**src/rtl/fifo_arb_pkg.sv**
```systemverilog
// Shared definitions for the fifo write-port arbiter.
//   arb_state_t : arbiter FSM states (idle/arbitrating, granted)
//   STAT_W      : width of each per-requester transfer counter
package fifo_arb_pkg;

  typedef enum logic [0:0] {
    ARB_IDLE  = 1'b0,
    ARB_GRANT = 1'b1
  } arb_state_t;

  localparam int STAT_W = 16;

endpackage

```
**src/rtl/fifo_wr_arbiter_rr_picker.sv**
```systemverilog
// rr_picker: combinational rotating-priority selector.
// Scans req starting at rr_ptr, wrapping modulo NUM_REQ, and returns the
// first set bit.
//   req    : request vector, bit i = requester i wants the port
//   rr_ptr : highest-priority index this round
//   found  : at least one request is set
//   idx    : index of the selected requester (0 when none found)
module rr_picker
  import fifo_arb_pkg::*;
#(
  parameter int NUM_REQ = 4,
  parameter int IDX_W   = $clog2(NUM_REQ)
) (
  input  logic [NUM_REQ-1:0] req,
  input  logic [IDX_W-1:0]   rr_ptr,
  output logic               found,
  output logic [IDX_W-1:0]   idx
);

  always_comb begin
    int j;
    logic [IDX_W-1:0] cand;
    found = 1'b0;
    idx   = '0;
    j     = 0;
    cand  = '0;
    for (int k = 0; k < NUM_REQ; k++) begin
      // Explicit wrap keeps the index below NUM_REQ for non-power-of-2 counts.
      j = int'(rr_ptr) + k;
      if (j >= NUM_REQ) j = j - NUM_REQ;
      cand = IDX_W'(j);
      if (!found && req[cand]) begin
        found = 1'b1;
        idx   = cand;
      end
    end
  end

endmodule

```
**src/rtl/fifo_wr_arbiter.sv**
```systemverilog
// fifo_wr_arbiter: round-robin arbiter sharing one fifo write port among
// NUM_REQ valid/ready producers. One producer is granted for a burst of up
// to MAX_BURST words; priority then rotates to the next index. Each grant
// costs one idle arbitration cycle.
// Ports:
//   clk, rst            : clock, asynchronous active-low reset
//   req_valid/req_data  : producer words, data i in [i*WIDTH +: WIDTH]
//   req_ready           : per-producer accept (owner only, when not full)
//   fifo_wr_en/fifo_din : fifo write side, fifo_full : fifo full flag
//   grant_valid/idx     : current owner of the port
// Optional (macro FIFO_ARB_STATS_EN):
//   stat_clr            : synchronous clear of all transfer counters
//   stat_count          : NUM_REQ saturating 16-bit transfer counters
module fifo_wr_arbiter
  import fifo_arb_pkg::*;
#(
  parameter int NUM_REQ   = 4,
  parameter int WIDTH     = 8,
  parameter int MAX_BURST = 4,
  parameter int IDX_W     = $clog2(NUM_REQ),
  parameter int BURST_W   = $clog2(MAX_BURST + 1)
) (
  input  logic                     clk,
  input  logic                     rst,
  input  logic [NUM_REQ-1:0]       req_valid,
  input  logic [NUM_REQ*WIDTH-1:0] req_data,
  output logic [NUM_REQ-1:0]       req_ready,
  output logic                     fifo_wr_en,
  output logic [WIDTH-1:0]         fifo_din,
  input  logic                     fifo_full,
  output logic                     grant_valid,
  output logic [IDX_W-1:0]         grant_idx
`ifdef FIFO_ARB_STATS_EN
  ,
  input  logic                     stat_clr,
  output logic [NUM_REQ*STAT_W-1:0] stat_count
`endif
);

  arb_state_t         state;
  logic [IDX_W-1:0]   rr_ptr;
  logic [IDX_W-1:0]   owner;
  logic [BURST_W-1:0] burst_cnt;
  logic               pick_found;
  logic [IDX_W-1:0]   pick_idx;
  logic               granted;
  logic               owner_valid;
  logic               xfer;
  logic               last_beat;
  logic [WIDTH-1:0]   data_arr [NUM_REQ];

  function automatic logic [IDX_W-1:0] next_idx(input logic [IDX_W-1:0] i);
    return (i == IDX_W'(NUM_REQ - 1)) ? '0 : i + 1'b1;
  endfunction

  rr_picker #(
    .NUM_REQ(NUM_REQ),
    .IDX_W  (IDX_W)
  ) u_picker (
    .req   (req_valid),
    .rr_ptr(rr_ptr),
    .found (pick_found),
    .idx   (pick_idx)
  );

  for (genvar g = 0; g < NUM_REQ; g++) begin : g_unpack
    assign data_arr[g] = req_data[g*WIDTH +: WIDTH];
  end

  // Write-side decode from registered state; fifo_full gates every handshake
  // so a write can never be issued into a full fifo.
  assign granted     = (state == ARB_GRANT);
  assign owner_valid = req_valid[owner];
  assign xfer        = granted && owner_valid && !fifo_full;
  assign last_beat   = (burst_cnt == BURST_W'(MAX_BURST - 1));

  assign fifo_wr_en  = xfer;
  assign fifo_din    = granted ? data_arr[owner] : '0;
  assign grant_valid = granted;
  assign grant_idx   = granted ? owner : '0;

  always_comb begin
    req_ready = '0;
    if (granted && !fifo_full) req_ready[owner] = 1'b1;
  end

  // Arbitration FSM: IDLE picks the next owner, GRANT streams the burst.
  // Full stalls hold the grant without spending burst budget; dropping
  // valid (stalled or not) releases it.
  always_ff @(posedge clk or negedge rst) begin
    if (!rst) begin
      state     <= ARB_IDLE;
      rr_ptr    <= '0;
      owner     <= '0;
      burst_cnt <= '0;
    end else begin
      case (state)
        ARB_IDLE: begin
          if (pick_found) begin
            owner     <= pick_idx;
            burst_cnt <= '0;
            state     <= ARB_GRANT;
          end
        end
        ARB_GRANT: begin
          if (!owner_valid || (xfer && last_beat)) begin
            state     <= ARB_IDLE;
            rr_ptr    <= next_idx(owner);
            burst_cnt <= '0;
          end else if (xfer) begin
            burst_cnt <= burst_cnt + 1'b1;
          end
        end
        default: state <= ARB_IDLE;
      endcase
    end
  end

`ifdef FIFO_ARB_STATS_EN
  logic [STAT_W-1:0] stat_cnt [NUM_REQ];

  function automatic logic [STAT_W-1:0] sat_inc(input logic [STAT_W-1:0] v);
    return (&v) ? v : v + 1'b1;
  endfunction

  for (genvar g = 0; g < NUM_REQ; g++) begin : g_stat
    always_ff @(posedge clk or negedge rst) begin
      if (!rst) begin
        stat_cnt[g] <= '0;
      end else if (stat_clr) begin
        stat_cnt[g] <= '0;
      end else if (xfer && (owner == IDX_W'(g))) begin
        stat_cnt[g] <= sat_inc(stat_cnt[g]);
      end
    end
    assign stat_count[g*STAT_W +: STAT_W] = stat_cnt[g];
  end
`endif

endmodule

```
**config.mk**
```make
export PLATFORM = sky130hd
export DESIGN_NAME = fifo_wr_arbiter
export DESIGN_NICKNAME = d
export VERILOG_FILES = /design/src/rtl/fifo_arb_pkg.sv /design/src/rtl/fifo_wr_arbiter_rr_picker.sv /design/src/rtl/fifo_wr_arbiter.sv
export SDC_FILE = /design/constraint.sdc
export NUM_CORES = 1
export LEC_CHECK = 0
export CORE_MARGIN = 5
export CORE_UTILIZATION = 38
export DETAILED_ROUTE_END_ITERATION = 12
export PLACE_DENSITY_LB_ADDON = 0.3
export SYNTH_ARGS = -nofsm -noshare
export SYNTH_HDL_FRONTEND = slang
export SYNTH_SLANG_ARGS = --single-unit
```
**constraint.sdc**
```tcl
create_clock -name clk -period 3.8 [get_ports clk]
set_clock_uncertainty 0.05 [all_clocks]
set_input_delay 0.76 -clock clk [delete_from_list [all_inputs] [get_ports clk]]
set_output_delay 0.76 -clock clk [all_outputs]
set_load 0.05 [all_outputs]
```
==> metrics.csv <==
stage,metric,value,unit
run_status,status,completed,
setup_path,critical_path.top_delay_family,buffers and inverters,
grt,grt_max_degree,19,
clock_tree,hold_buffers,0,
setup_path,path_cells,clkdlybuf4s50_1 -> mux4_2 -> nand2_1 -> inv_1 -> clkdlybuf4s50_1,
drt,drtAntennaViolNets,0,
layout,area.sequential,200,µm²
sta,rsz0062_at_grt,no,
power_and_ir_drop,power.leakage,0.586,nW
yosys,yosysSeqAreaShare,24.0,%
yosys,syn_avg_cell_area,10.5,µm²
drt,drtPass1Iterations,4,
sta,finalHoldViolCount,0,
drt,dr_total_vias,812,
place,dp_hpwl,2000,µm
power_and_ir_drop,power_density,750,nW/µm²
yosys,netlist.area_leader.share,24.0,%
job,drv_cap,0,
place,port-buffer-count,54,
yosys,synth_xor_xnor_area_share,0,%
yosys,yosys-top-cells-area,"dfrtp_1, mux4_2, and2_1",
setup_path,critPathArrivalTime,2650,ps
grt,grt_pass1_vias,773,
setup_path,cp.depth,5,
power_and_ir_drop,irDropWorstVdd,0.000542,V
sta,setup_viol,0,
min_path,hold_path_class,reg -> reg,
sta,fin_crit,3460,ps
yosys,synthArstFlopShare,100,%
yosys,synth-simple-area-share,17.7,%
grt,antenna_found_initial,0,
sta,hold_ws,423,ps
drt,first_iter_violations,13,
clock_tree,cts_max_level,1,
setup_path,start_kind,input pin,
clock_tree,cts_tree,yes,
setup_path,cpMaxStageDelayCell,clkdlybuf4s50_1,
clock_tree,clock_latency,250,ps
setup_path,end_kind,output port,
yosys,syn_nets,124,
drt,wl,2360,µm
grt,grt_pass1_wl,3870,µm
yosys,synth-edff-count,0,
grt,track_usage,15.3,%
die,start_util,38.8,%
die,coreArea,2150,µm²
yosys,synthMuxAreaShare,31.5,%
place,place_congestion,0.793,
layout,nets,180,
yosys,synth_top_family_by_area,multiplexers,
sta,max_freq,0.289,GHz
setup_path,r2r_cells,4,
clock_tree,path_clk_slew,50,ps
yosys,synth_compound_area_share,11.1,%
yosys,synthAdderAreaFrac,9.01,%
die,num_io_pins,55,
place,place_area,1390,µm²
clock_tree,clockRootBuffer,clkbuf_4,
drt,wl_per_cell,14.6,µm
die,row_count,17,
setup_path,rrSetupSlack,1700,ps
yosys,syn_inst,79,
sta,tns,0,ps
yosys,synth_ff_type,dfrtp_1,
layout,design_area,1410,µm²
drt,drc,0,
clock_tree,cts_num_sinks,8,
die,die_w,56.8,µm
sta,slew-limit-headroom,55.2,%
min_path,hold_depth,1,
setup_path,crit_required,2990,ps
clock_tree,cts_setup_buffers,0,
die,fp.dieH,56.8,µm
setup_path,crit_buf_inv,3,
layout,area_growth,69.2,%
yosys,synth-seq-cells,8,
layout,diodes,0,
yosys,synth_area,833,µm²
clock_tree,ctsResizeCount,0,
drt,via_per_inst,5.04,
die,dieArea,3230,µm²
layout,layout-drive-gt1-share,12.8,%
setup_path,cp_common_cell,clkdlybuf4s50_1,
setup_path,crit_fanout,5,
layout,n_fill_cell,189,
sta,final-max-slew-violation-count,0,
layout,multi_input_area,578,µm²
yosys,synth_cell_type_count,24,
setup_path,cpPeakStageDelay,690,ps
yosys,yosys_warnings,0,
setup_path,path_class,in -> out,
sta,post-route-period-util,91.0,%
yosys,synth_area_leader_cell,dfrtp_1,
power_and_ir_drop,power,1.06,mW
sta,worst_pin_slew,673,ps
grt,gr-total-overflow,0,
clock_tree,ctsLongestPathBuffers,2,
clock_tree,cts_made_buffers,3,
[worst register-to-register path, stage by stage, from the launching register on]
cell	delay, ps
dfrtp_1	770
mux4_2	650
o21ai_2	100
nand2_2	90
mux2_4	320
[path summary, 6_finish.rpt]
check,start,to
min,burst_cnt[2],burst_cnt[2]
min in group asynchronous,rst,burst_cnt[0]
max in group asynchronous,rst,burst_cnt[2]
max,req_valid[3],fifo_wr_en
max reg2reg,owner[0],rr_ptr[0]
min reg2reg,burst_cnt[2],burst_cnt[2]
[layer usage]
metal  part of all wire (%)  routed length [µm]  track usage [%]  vias to the layer above
met2                     47                1100             24.9                       42
met4                   0.76                  18             3.97                        0
met5                      0                   0                0                        -
met1                     42                 995             19.7                      366
li1                       -                   -                -                      399
met3                     10                 242             4.83                        5
[Yosys cell counts (3+ instances only)]
master,n
and2_1,15
ha_1,6
o21ai_0,3
nand2_1,3
mux4_2,7
dfrtp_1,8
a21oi_1,4
inv_1,9
[power by group]
part / leakage, nW / internal [mW] / switching [mW]
Clock: 0.0138 / 0.0360 / 0.0265
Sequential: 0.0999 / 0.118 / 0.0922
Combinational: 0.473 / 0.362 / 0.422
Total: 0.586 / 0.517 / 0.541
[logic make-up after synthesis]
kind of cell | count (synthesis)
adders and majority gates | 6
AOI/OAI and AO/OA | 14
and+or+nand+nor | 26
buffers and inverters | 12
DFF | 8
muxes | 13
[state kept, by name, indices dropped and copies added (netlist names)]
register and flops:
burst_cnt 3, owner 2, rr_ptr 2, grant_valid 1
[layout make-up]
| cell class | instances | area share, % |
|---|---|---|
| Tap cell | 28 | 2.48 |
| Clock buffer | 3 | 1.60 |
| Sequential cell | 8 | 14.2 |
| Multi-Input combinational cell | 59 | 41.0 |
| Timing Repair Buffer | 54 | 38.3 |
| Inverter | 9 | 2.40 |
[through the flow]
step	utilization (%)	instances	setup WS [ps]
after global placement	64.6	158	369
after global routing	65.6	161	274
final	65.6	161	340
after CTS	65.6	161	338
after detailed placement	64.6	158	339
after floorplan	-	79	1430
[cell usage in the layout (no fill, tap or decap), drive strengths merged, types with 4 or more instances in the layout]
cell type,n
clkdlybuf4s50,54
and2,15
inv,9
mux4,9
dfrtp,8
ha,6
a21oi,4
nand2,4
o21ai,4
mux2,4
Note: power is estimated with default switching activity, not from simulation.
